--- src/rtl/loader_pkg.sv ---
// Shared types and sizing for the serial program loader.
package loader_pkg;

    localparam int unsigned WORD_W         = 32;
    localparam int unsigned BYTES_PER_WORD = 4;
    localparam int unsigned LEN_ZERO_WORDS = 256;
    localparam int unsigned BYTE_W         = 8;
    localparam int unsigned IDX_W          = $clog2(LEN_ZERO_WORDS);
    localparam int unsigned BCNT_W         = $clog2(BYTES_PER_WORD);

    typedef enum logic [2:0] {
        IDLE,
        LEN,
        DATA,
        WRITE,
        CSUM,
        DONE
    } loader_state_t;

endpackage

--- src/rtl/byte_assembler.sv ---
// Packs a little-endian byte stream into 32-bit words.
// full_o is a look-ahead: three bytes are held, so the next load completes the word.
module byte_assembler
    import loader_pkg::*;
(
    input  logic              clk,
    input  logic              clr_n,
    input  logic              load_i,
    input  logic [BYTE_W-1:0] byte_i,
    input  logic              flush_i,
    output logic [WORD_W-1:0] word_o,
    output logic              full_o
);

    logic [BCNT_W-1:0] cnt_q;
    logic [WORD_W-1:0] word_q;

    // New bytes enter at the top so the first byte ends up in [7:0].
    always_ff @(posedge clk or negedge clr_n) begin
        if (!clr_n) begin
            cnt_q  <= '0;
            word_q <= '0;
        end else if (flush_i) begin
            cnt_q  <= '0;
        end else if (load_i) begin
            word_q <= {byte_i, word_q[WORD_W-1:BYTE_W]};
            cnt_q  <= cnt_q + BCNT_W'(1);
        end
    end

    assign word_o = word_q;
    assign full_o = (cnt_q == BCNT_W'(BYTES_PER_WORD - 1));

endmodule

--- src/rtl/program_loader.sv ---
// Serial loader: length byte, little-endian words, optional XOR checksum, into word memory.
// Trailing checksum byte and sticky error flag exist only with PROGRAM_LOADER_CHECKSUM_EN.
module program_loader
    import loader_pkg::*;
#(
    parameter int unsigned        ADDR_W    = 8,
    parameter logic [ADDR_W-1:0]  BASE_ADDR = '0
) (
    input  logic              clk,
    input  logic              clr_n,
    input  logic              start,
    input  logic              byte_valid,
    input  logic [BYTE_W-1:0] byte_data,
    output logic              byte_ready,
    output logic [ADDR_W-1:0] mem_addr,
    output logic [WORD_W-1:0] mem_data,
    output logic              mem_wen,
    output logic              cpu_hold,
    output logic              busy,
    output logic              done,
    output logic              error
);

    loader_state_t     state_q, state_d;
    logic [IDX_W-1:0]  idx_q, idx_d;
    logic [BYTE_W-1:0] len_q, len_d;
    logic [ADDR_W-1:0] addr_q, addr_d;
    logic              byte_ready_q, byte_ready_d;
    logic              mem_wen_q, mem_wen_d;
    logic              busy_q, busy_d;
    logic              done_q, done_d;
`ifdef PROGRAM_LOADER_CHECKSUM_EN
    logic [BYTE_W-1:0] csum_q, csum_d;
    logic              err_q, err_d;
`endif

    logic              xfer_c;
    logic              asm_full_c;
    logic [WORD_W-1:0] asm_word;

    assign xfer_c = byte_valid && byte_ready_q;

    byte_assembler u_asm (
        .clk     (clk),
        .clr_n   (clr_n),
        .load_i  (xfer_c && (state_q == DATA)),
        .byte_i  (byte_data),
        .flush_i (start && (state_q == IDLE)),
        .word_o  (asm_word),
        .full_o  (asm_full_c)
    );

    always_ff @(posedge clk or negedge clr_n) begin
        if (!clr_n) begin
            state_q      <= IDLE;
            idx_q        <= '0;
            len_q        <= '0;
            addr_q       <= '0;
            byte_ready_q <= 1'b0;
            mem_wen_q    <= 1'b0;
            busy_q       <= 1'b0;
            done_q       <= 1'b0;
`ifdef PROGRAM_LOADER_CHECKSUM_EN
            csum_q       <= '0;
            err_q        <= 1'b0;
`endif
        end else begin
            state_q      <= state_d;
            idx_q        <= idx_d;
            len_q        <= len_d;
            addr_q       <= addr_d;
            byte_ready_q <= byte_ready_d;
            mem_wen_q    <= mem_wen_d;
            busy_q       <= busy_d;
            done_q       <= done_d;
`ifdef PROGRAM_LOADER_CHECKSUM_EN
            csum_q       <= csum_d;
            err_q        <= err_d;
`endif
        end
    end

    // Next state; outputs are registered by decoding the upcoming state.
    always_comb begin
        state_d = state_q;
        idx_d   = idx_q;
        len_d   = len_q;
        addr_d  = addr_q;
`ifdef PROGRAM_LOADER_CHECKSUM_EN
        csum_d  = csum_q;
        err_d   = err_q;
`endif
        case (state_q)
            IDLE: begin
                if (start) begin
                    state_d = LEN;
                    idx_d   = '0;
`ifdef PROGRAM_LOADER_CHECKSUM_EN
                    csum_d  = '0;
                    err_d   = 1'b0;
`endif
                end
            end
            LEN: begin
                if (xfer_c) begin
                    len_d   = byte_data;
`ifdef PROGRAM_LOADER_CHECKSUM_EN
                    csum_d  = csum_q ^ byte_data;
`endif
                    state_d = DATA;
                end
            end
            DATA: begin
                if (xfer_c) begin
`ifdef PROGRAM_LOADER_CHECKSUM_EN
                    csum_d = csum_q ^ byte_data;
`endif
                    if (asm_full_c) begin
                        state_d = WRITE;
                        addr_d  = BASE_ADDR + ADDR_W'(idx_q);
                    end
                end
            end
            WRITE: begin
                // len 0 wraps to 0xFF here, i.e. 256 words.
                if (idx_q == IDX_W'(len_q - BYTE_W'(1))) begin
`ifdef PROGRAM_LOADER_CHECKSUM_EN
                    state_d = CSUM;
`else
                    state_d = DONE;
`endif
                end else begin
                    idx_d   = idx_q + IDX_W'(1);
                    state_d = DATA;
                end
            end
`ifdef PROGRAM_LOADER_CHECKSUM_EN
            CSUM: begin
                if (xfer_c) begin
                    if (byte_data != csum_q) begin
                        err_d = 1'b1;
                    end
                    state_d = DONE;
                end
            end
`endif
            DONE:    state_d = IDLE;
            default: state_d = IDLE;
        endcase

        byte_ready_d = (state_d == LEN) || (state_d == DATA) || (state_d == CSUM);
        mem_wen_d    = (state_d == WRITE);
        busy_d       = (state_d != IDLE);
`ifdef PROGRAM_LOADER_CHECKSUM_EN
        done_d       = (state_d == DONE) && !err_d;
`else
        done_d       = (state_d == DONE);
`endif
    end

    assign byte_ready = byte_ready_q;
    assign mem_addr   = addr_q;
    assign mem_data   = asm_word;
    assign mem_wen    = mem_wen_q;
    assign busy       = busy_q;
    assign cpu_hold   = busy_q;
    assign done       = done_q;
`ifdef PROGRAM_LOADER_CHECKSUM_EN
    assign error      = err_q;
`else
    assign error      = 1'b0;
`endif

endmodule

--- config.mk ---
export PLATFORM = sky130hd
export DESIGN_NAME = program_loader
export DESIGN_NICKNAME = d
export VERILOG_FILES = /design/src/rtl/loader_pkg.sv /design/src/rtl/byte_assembler.sv /design/src/rtl/program_loader.sv
export SDC_FILE = /design/constraint.sdc
export NUM_CORES = 1
export LEC_CHECK = 0
export BUFFER_PORTS_ARGS = -buffer_cell sky130_fd_sc_hd__buf_2
export CORE_UTILIZATION = 50
export DETAILED_ROUTE_END_ITERATION = 8
export PLACE_DENSITY = 0.74
export RECOVER_POWER = 25
export SYNTH_ARGS = -nofsm -noshare
export SYNTH_HDL_FRONTEND = slang
export SYNTH_SLANG_ARGS = --single-unit
--- constraint.sdc ---
create_clock -name clk -period 2.9 [get_ports clk]
set_clock_uncertainty 0.2 [all_clocks]
set_input_delay 0.145 -clock clk [delete_from_list [all_inputs] [get_ports clk]]
set_output_delay 0.145 -clock clk [all_outputs]
set_load 0.01 [all_outputs]
### Word-level counts from Yosys, hierarchy flattened

Cells that the tools add are included.

* flip-flop bits (word level): 65
* bits of input ports: 12
* output and inout bits: 46
* logic and storage cells: 50

* $add $sub $neg: 3
* eq/ne operators: 12
* mux-type cells: 11
* bitwise operators: 1
* reductions and logical operators: 13

Operator list (number)
* $mux W8: 2
* $pmux W8 S2: 1
* $mux W3: 5
* $eq A3 B2 Y1 const B: 4
* $pmux W3 S4: 1
* $add A8 B1 Y8 const B: 1
* $eq A8 B8 Y1: 1
* $sub A8 B1 Y8 const B: 1
* $eq A3 B1 Y1 const B: 2
* $eq A3 B3 Y1 const B: 2
* $reduce_and A3 Y1: 2
* $mux W2: 2
* $ne A2 B2 Y1 const B: 2
* $reduce_and A2 Y1: 2
* $reduce_bool A2 Y1: 2
* $logic_and A1 B1 Y1: 3
* $logic_not A3 Y1: 1
* $reduce_bool A3 Y1: 1
* $add A2 B1 Y2 const B: 1
* $eq A2 B2 Y1 const B: 1
* $logic_or A1 B1 Y1: 2
* $not A1 Y1: 1

### Logic depth before layout (Yosys ltp)

Gate-level depths: netlist of run 1.

* depth in word-level cells: 7
* depth in mapped cells: 9
* mapped depth without buffers: 8

### Hierarchy

From an unflattened synthesis of run 1, not the netlist that was laid out.

* cell total of the unflattened synthesis: 220
* area total of the unflattened synthesis: 3054.2 sq um

By module, submodules not included
* program_loader: times used 1, cells each 144, area each 1606.5 sq um, sequential area each 775.7 sq um
* byte_assembler: times used 1, cells each 76, area each 1447.6 sq um, sequential area each 850.8 sq um

### Worst setup path after synthesis of run 1

Ideal clock, no wire load.

* path type: reg2reg
* start: reg len_q[0]
* end: reg idx_q[5]
* library setup time: 0.119 ns
* data arrival time: 2.041 ns
* required time: 2.581 ns
* slack: 0.541 ns
* cell stages (with the launch flop): 10
* buffers on the path: 1
* period minus slack after synthesis: 2.359 ns
* path through: dfrtp_1 inv_1 ha_1 o21bai_1 a211o_1 a31o_1 a211o_1 buf_4 and3_1 o21a_1

* longest elaborated chain between the ends: 4

RTL lines
* start: declaration: RTL line program_loader.sv:26 `logic [BYTE_W-1:0] len_q, len_d;`
* start signal: assignment: RTL line program_loader.sv:70 `len_q <= len_d;`
* $sub A8 B1 Y8: RTL line program_loader.sv:126 `if (idx_q == IDX_W'(len_q - BYTE_W'(1))) begin`
* $eq A8 B8 Y1: RTL line program_loader.sv:126
* $ne A2 B2 Y1 (no source line)
* $reduce_and A3 Y1 (no source line)
* end signal: assignment: RTL line program_loader.sv:69 `idx_q <= idx_d;`
* end: declaration: RTL line program_loader.sv:25 `logic [IDX_W-1:0] idx_q, idx_d;`

Every way passes these cells.
A chain may end at the register's enable or synchronous reset.

### Final worst setup path of run 1

Ends and elaborated chain as after synthesis.

==> out/results.ini, run 1 <==
[run_status]
status=finished, violations left
violations=max-capacitance violations, max-slew violations

[grt]
grt_pass1_wl_um=9150
antenna_found_initial=0
grt_util_all_layers=0.198
first_global_vias=1921
overflow=0
grt_max_degree=66

[synthesis]
synthTopCellsByCount=dfrtp_1 (65), mux2_2 (43), nand2_1 (14)
synth-main-ff-cell=dfrtp_1
synth_async_sr_flop_share=1.00
synth_area_um2=2840
yosys_warnings=0
yosys.area.top_type=dfrtp_1
yosysTopAreaCellShare=0.573
synth_cell_type_count=39
netlist_instances=214
synthTopCellsByArea=dfrtp_1 (57%), mux2_2 (17%), mux2i_1 (2.8%)
ys_seq_area_frac=0.573
syn_avg_cell_area_um2=13.3
synth-seq-cells=65
syn_nets=229
synth.most_common_cell=dfrtp_1
synth_enable_flop_cells=0

[drt]
drt_iter0_markers=112
drtPass1Iterations=6
num_vias=1912
wl_per_cell_um=14.6
drtAntennaViolNets=0
drcViolationCount=0
viasPerCell=5.28
drt-total-wl_um=5280

[worst_setup_path]
rrSetupSlack_ns=0.37
critical-path-max-stage-delay_ns=0.43
cpMostUsedCell=a211o_1
required_ns=2.93
start_kind=flip-flop
cp_slowest_cell=dfrtp_1
crit_fanout=11
crit_path_cell_trace=inv_1 -> ha_1 -> o21bai_1 -> a211o_1 -> a31o_1 -> a211o_1 -> and3_1 -> o21a_1
worst_setup_path_end_kind=flip-flop
arrival_ns=2.56
crit_type=flip-flop to flip-flop

[die]
die_h_um=77.3
rows=27
core_um2=5470
fp.dieW_um=77.3
die-area_um2=5980
pin_count=58
start_util=0.518

[sta]
period_minus_slack_ns=2.53
hold_viol=0
fin_tns_setup_ns=0
finalWorstSetupSlack_ns=0.365
rsz0062_at_grt=false
finalCritPeriodShare=0.874
drv_slew=66
slew_headroom=-0.0498
timing.fmax_mhz=394
max_slew.worst_pin.slew_ns=1.57
setup_viol=0

[cts]
ctsHoldBuffers=10
clockBufferDepth=2
cts_tree=done
cts_resized=0
cts_buffers=9
clk_pin_slew_ns=0.07
clock_latency_ns=0.33
htreeDepth=3
cts_root_buf=clkbuf_8
clock_sinks=65
cts_setup_buffers=0

[final_layout]
final_cells=362
nNetsFinal=300
final_area_um2=3540
diodes=0
area_growth_pct=24.7
n_fill_cell=459
drive_gt1_frac=0.414

[placed_design]
place_area_um2=3200
hpwl_um=3400
place_ws_ns=0.392
numPortBuffers=56
place_congestion=0.797
place_inst=336

[power]
powerDensity_nw_per_um2=1220
ir_drop_mv=0.565
p_leak_nw=1.71

[hold_path]
hold_path_class=input port to flip-flop

[job]
cap_violations=1

==> routing by layer <==
layer / wire length, µm / share of wire / track usage / vias to the layer above
li1: - / - / - / 898
met1: 2320 / 0.44 / 0.256 / 954
met2: 2630 / 0.50 / 0.309 / 50
met3: 241 / 0.046 / 0.0548 / 10
met4: 87 / 0.016 / 0.0906 / 0
met5: 0 / 0 / 0 / -
==> path summary, 6_finish.rpt <==
path	from	cells past startpoint	to
worst max-delay path	len_q[0]	8	idx_q[5]
worst min-delay path	byte_valid	3	state_q[0]
worst max register to register	len_q[0]	8	idx_q[5]
worst min register to register	mem_addr[1]	1	mem_addr[1]
max in group asynchronous	clr_n	3	idx_q[2]
min in group asynchronous	clr_n	3	u_asm.word_o[2]
==> metrics by stage <==
| step | util | hold WS (ns) | total power [W] |
|---|---|---|---|
| 6_report | 0.646 | 0.0344 | 0.00430 |
| 5_1_grt | 0.646 | 0.0544 | 0.00459 |
| 4_1_cts | 0.649 | 0.0181 | 0.00434 |
| 3_5_place_dp | 0.584 | -0.00938 | 0.00334 |
| 3_3_place_gp | 0.584 | -0.0148 | 0.00327 |
| 2_1_floorplan | - | -0.351 | 0.00278 |
==> power breakdown <==
group / switching [W] / total (W) / internal, W
clock network: 0.000341 / 0.000961 / 0.000620
logic: 0.000773 / 0.00165 / 0.000878
registers: 0.000362 / 0.00169 / 0.00133
==> critical path: cells and delay by family, from the launching register on <==
kind	cells	cell delay [ns]
simple gates	1	0.22
compound gates	5	1.24
flops	1	0.43
buf+inv	1	0.07
fa+ha+maj	1	0.26
==> cell families after synthesis <==
logic type,share of synthesized area
compound gates,0.0410
fa+ha+maj,0.0132
other cells,0.00132
xor+xnor,0.0357
mux,0.219
buf+inv,0.0243
flops,0.573
simple gates,0.0922
==> cell usage in the layout, fill, tap and decap left out, drive strengths merged, types with 4 or more instances in the layout <==
| cell | Yosys | routed |
|---|---|---|
| and3 | 4 | 4 |
| buf | 4 | 57 |
| clkbuf | 4 | 13 |
| dfrtp | 65 | 65 |
| dlygate4sd3 | 0 | 10 |
| inv | 7 | 7 |
| mux2 | 48 | 48 |
| mux2i | 8 | 8 |
| nand2 | 14 | 14 |
| nand4 | 5 | 5 |
| nor2 | 7 | 7 |
| nor3 | 5 | 5 |
| o21ai | 4 | 4 |
| xor2 | 6 | 6 |
==> layout make-up <==
type,instances,area [µm²],area share
Clock buffer,12,155,0.0439
Clock inverter,4,98.8,0.0279
Sequential cell,65,1630,0.460
Multi-Input combinational cell,134,1150,0.324
Inverter,7,26.3,0.00743
Tap cell,72,90.1,0.0255
Timing Repair Buffer,68,393,0.111
==> flip-flops by register name (all words and copies together) (netlist names) <==
signal / cells
u_asm.word_o: 32
idx_q: 8
len_q: 8
mem_addr: 8
state_q: 3
u_asm.cnt_q: 2
busy: 1
byte_ready: 1
done: 1
mem_wen: 1
Note: power is estimated with default switching activity, not from simulation.
==> run 2, diff against run 1 <==
MAX_ROUTING_LAYER = met4   (was default)
SLEW_MARGIN = 20   (was default)
==> run 2 against run 1 <==
The run still ends with max-capacitance violations, max-slew violations left. Fmax about the same. Flip-flop and latch count unchanged. Sequential share of layout area unchanged. Non-clock buffer count unchanged. Power decreased by 0.13%. Global-route usage increased by 0.50 points. Sequential power about the same. Wire length decreased by 0.19%. Critical path depth unchanged.
==> out/results.ini, run 2 (synthesis results as in run 1) <==
[final_layout]
diodes=0  ; unchanged
largest_reg_flops=32  ; unchanged
multi_input_area_um2=1150  ; unchanged
final_common_cell=dfrtp_1
final_util=0.646  ; unchanged
n_fill_cell=459  ; unchanged
area_growth_pct=24.7  ; unchanged
drive_gt1_frac=0.414  ; unchanged
nNetsFinal=300  ; unchanged
layout_common_cells=dfrtp_1 (65), buf_2 (56), mux2_2 (43)
final-seq-area_um2=1630  ; unchanged

[sta]
max_slew.worst_pin.slew_ns=1.59  ; +0.0125 ns
setup_viol=0  ; unchanged
finalWorstSetupSlack_ns=0.364  ; -0.00113 ns
rsz0062_at_grt=false
hold_viol=0  ; unchanged
period_minus_slack_ns=2.54  ; +0.00113 ns
slew_headroom=-0.0582  ; -0.00835
fin_tns_setup_ns=0  ; unchanged
finalCritPeriodShare=0.875  ; about the same
timing.fmax_mhz=394  ; about the same
drv_slew=66  ; unchanged

[cts]
clk_pin_slew_ns=0.07  ; about the same
clock_latency_ns=0.33  ; about the same
cts_buffers=9  ; unchanged
clockBufferDepth=2  ; unchanged
cts_root_buf=clkbuf_8
htreeDepth=3  ; unchanged
cts_tree=done
clock_sinks=65  ; unchanged

[run_status]
violations=max-capacitance violations, max-slew violations
status=finished, violations left

[drt]
num_vias=1911  ; -0.052%
drt-total-wl_um=5270  ; -0.19%
viasPerCell=5.28  ; about the same
wl_per_cell_um=14.6  ; -0.19%
drcViolationCount=0  ; unchanged
drt_iter0_markers=97  ; -13%
drtAntennaViolNets=0  ; unchanged
drtPass1Iterations=7  ; +1

[die]
fp.dieW_um=77.3  ; unchanged
die-area_um2=5980  ; unchanged
die_h_um=77.3  ; unchanged
core_um2=5470  ; unchanged
pin_count=58  ; unchanged
rows=27  ; unchanged
start_util=0.518  ; unchanged

[grt]
antenna_found_initial=0  ; unchanged
first_global_vias=1927  ; +0.31%
grt_pass1_wl_um=9160  ; about the same
grt_max_degree=66  ; unchanged
grt_util_all_layers=0.203  ; +0.00498
overflow=0  ; unchanged

[placed_design]
hpwl_um=3400  ; unchanged
numPortBuffers=56  ; unchanged
place_congestion=0.809  ; +1.4%
place_ws_ns=0.392  ; unchanged

[hold_path]
min_from=byte_valid
hold_path_depth=3  ; unchanged
min_to=state_q[0]
hold_path_class=input port to flip-flop

[worst_setup_path]
r2r-end=idx_q[5]
start_kind=flip-flop
arrival_ns=2.56  ; about the same
rrSetupSlack_ns=0.36  ; about the same
rr_startpoint=len_q[0]
crit_fanout=11  ; unchanged
worst_setup_path_end_kind=flip-flop
rr_worst_depth=8  ; unchanged
crit_type=flip-flop to flip-flop
required_ns=2.93  ; about the same

[power]
power_w=0.00430  ; -0.13%
p_leak_nw=1.71  ; unchanged
powerDensity_nw_per_um2=1210  ; -0.13%
ir_drop_mv=0.565  ; about the same

[job]
cap_violations=1  ; unchanged

==> run 2: cell counts in the layout (fill, tap and decap cells not counted) <==
Identical to the previous run, type by type.
==> run 2: routing by layer <==
metal | track usage | share of wire
met2 | 0.309 | 0.49
met1 | 0.257 | 0.45
met3 | 0.0429 | 0.036
met4 | 0.102 | 0.020
met5 | - | 0
==> run 2: layout make-up <==
| class | count | share of cell area |
|---|---|---|
| well taps | 72 | 0.0255 |
| repair buffers | 68 | 0.111 |
| clock inverters | 4 | 0.0279 |
| clock buffers | 12 | 0.0439 |
| inverters | 7 | 0.00743 |
| multi-input cells | 134 | 0.324 |
| flip-flops and latches | 65 | 0.460 |
==> run 2: metrics by stage <==
| step | area (µm²) | std cells | hold WS, ns |
|---|---|---|---|
| 2_1_floorplan | 2840 | 214 | -0.351 |
| 3_3_place_gp | 3200 | 336 | -0.0148 |
| 3_5_place_dp | 3200 | 336 | -0.00938 |
| 4_1_cts | 3550 | 362 | 0.0181 |
| 5_1_grt | 3540 | 362 | 0.0587 |
| 6_report | 3540 | 362 | 0.0345 |
==> run 2: worst max-delay path by stage <==
| stage | start | to | slack [ns] |
|---|---|---|---|
| floorplan | len_q[0] | idx_q[5] | 0.54 |
| global placement | len_q[0] | idx_q[5] | 0.47 |
| detailed placement | len_q[0] | idx_q[5] | 0.39 |
| CTS | len_q[0] | idx_q[5] | 0.36 |
| global route | len_q[0] | idx_q[5] | 0.23 |
| finish | len_q[0] | idx_q[5] | 0.36 |
==> run 2: power by group <==
part	leakage [nW]	internal (W)	switching (W)
logic	0.796	0.000878	0.000769
registers	0.786	0.00133	0.000360
clock network	0.127	0.000620	0.000341
==> run 2: timing repair <==
item / CTS / global route
endpoints found under the hold margin: 82 / 0
hold buffers: 10 / 0
resized for setup: 0 / 0
buffers inserted: 0 / 0
==> run 2: worst max-delay path, cell delays in order, from the launching register on <==
cell and delay [ns]:
dfrtp_1 0.43, inv_1 0.07, ha_1 0.26, o21bai_1 0.18
a211o_1 0.29, a31o_1 0.18, a211o_1 0.43, and3_1 0.22
o21a_1 0.16
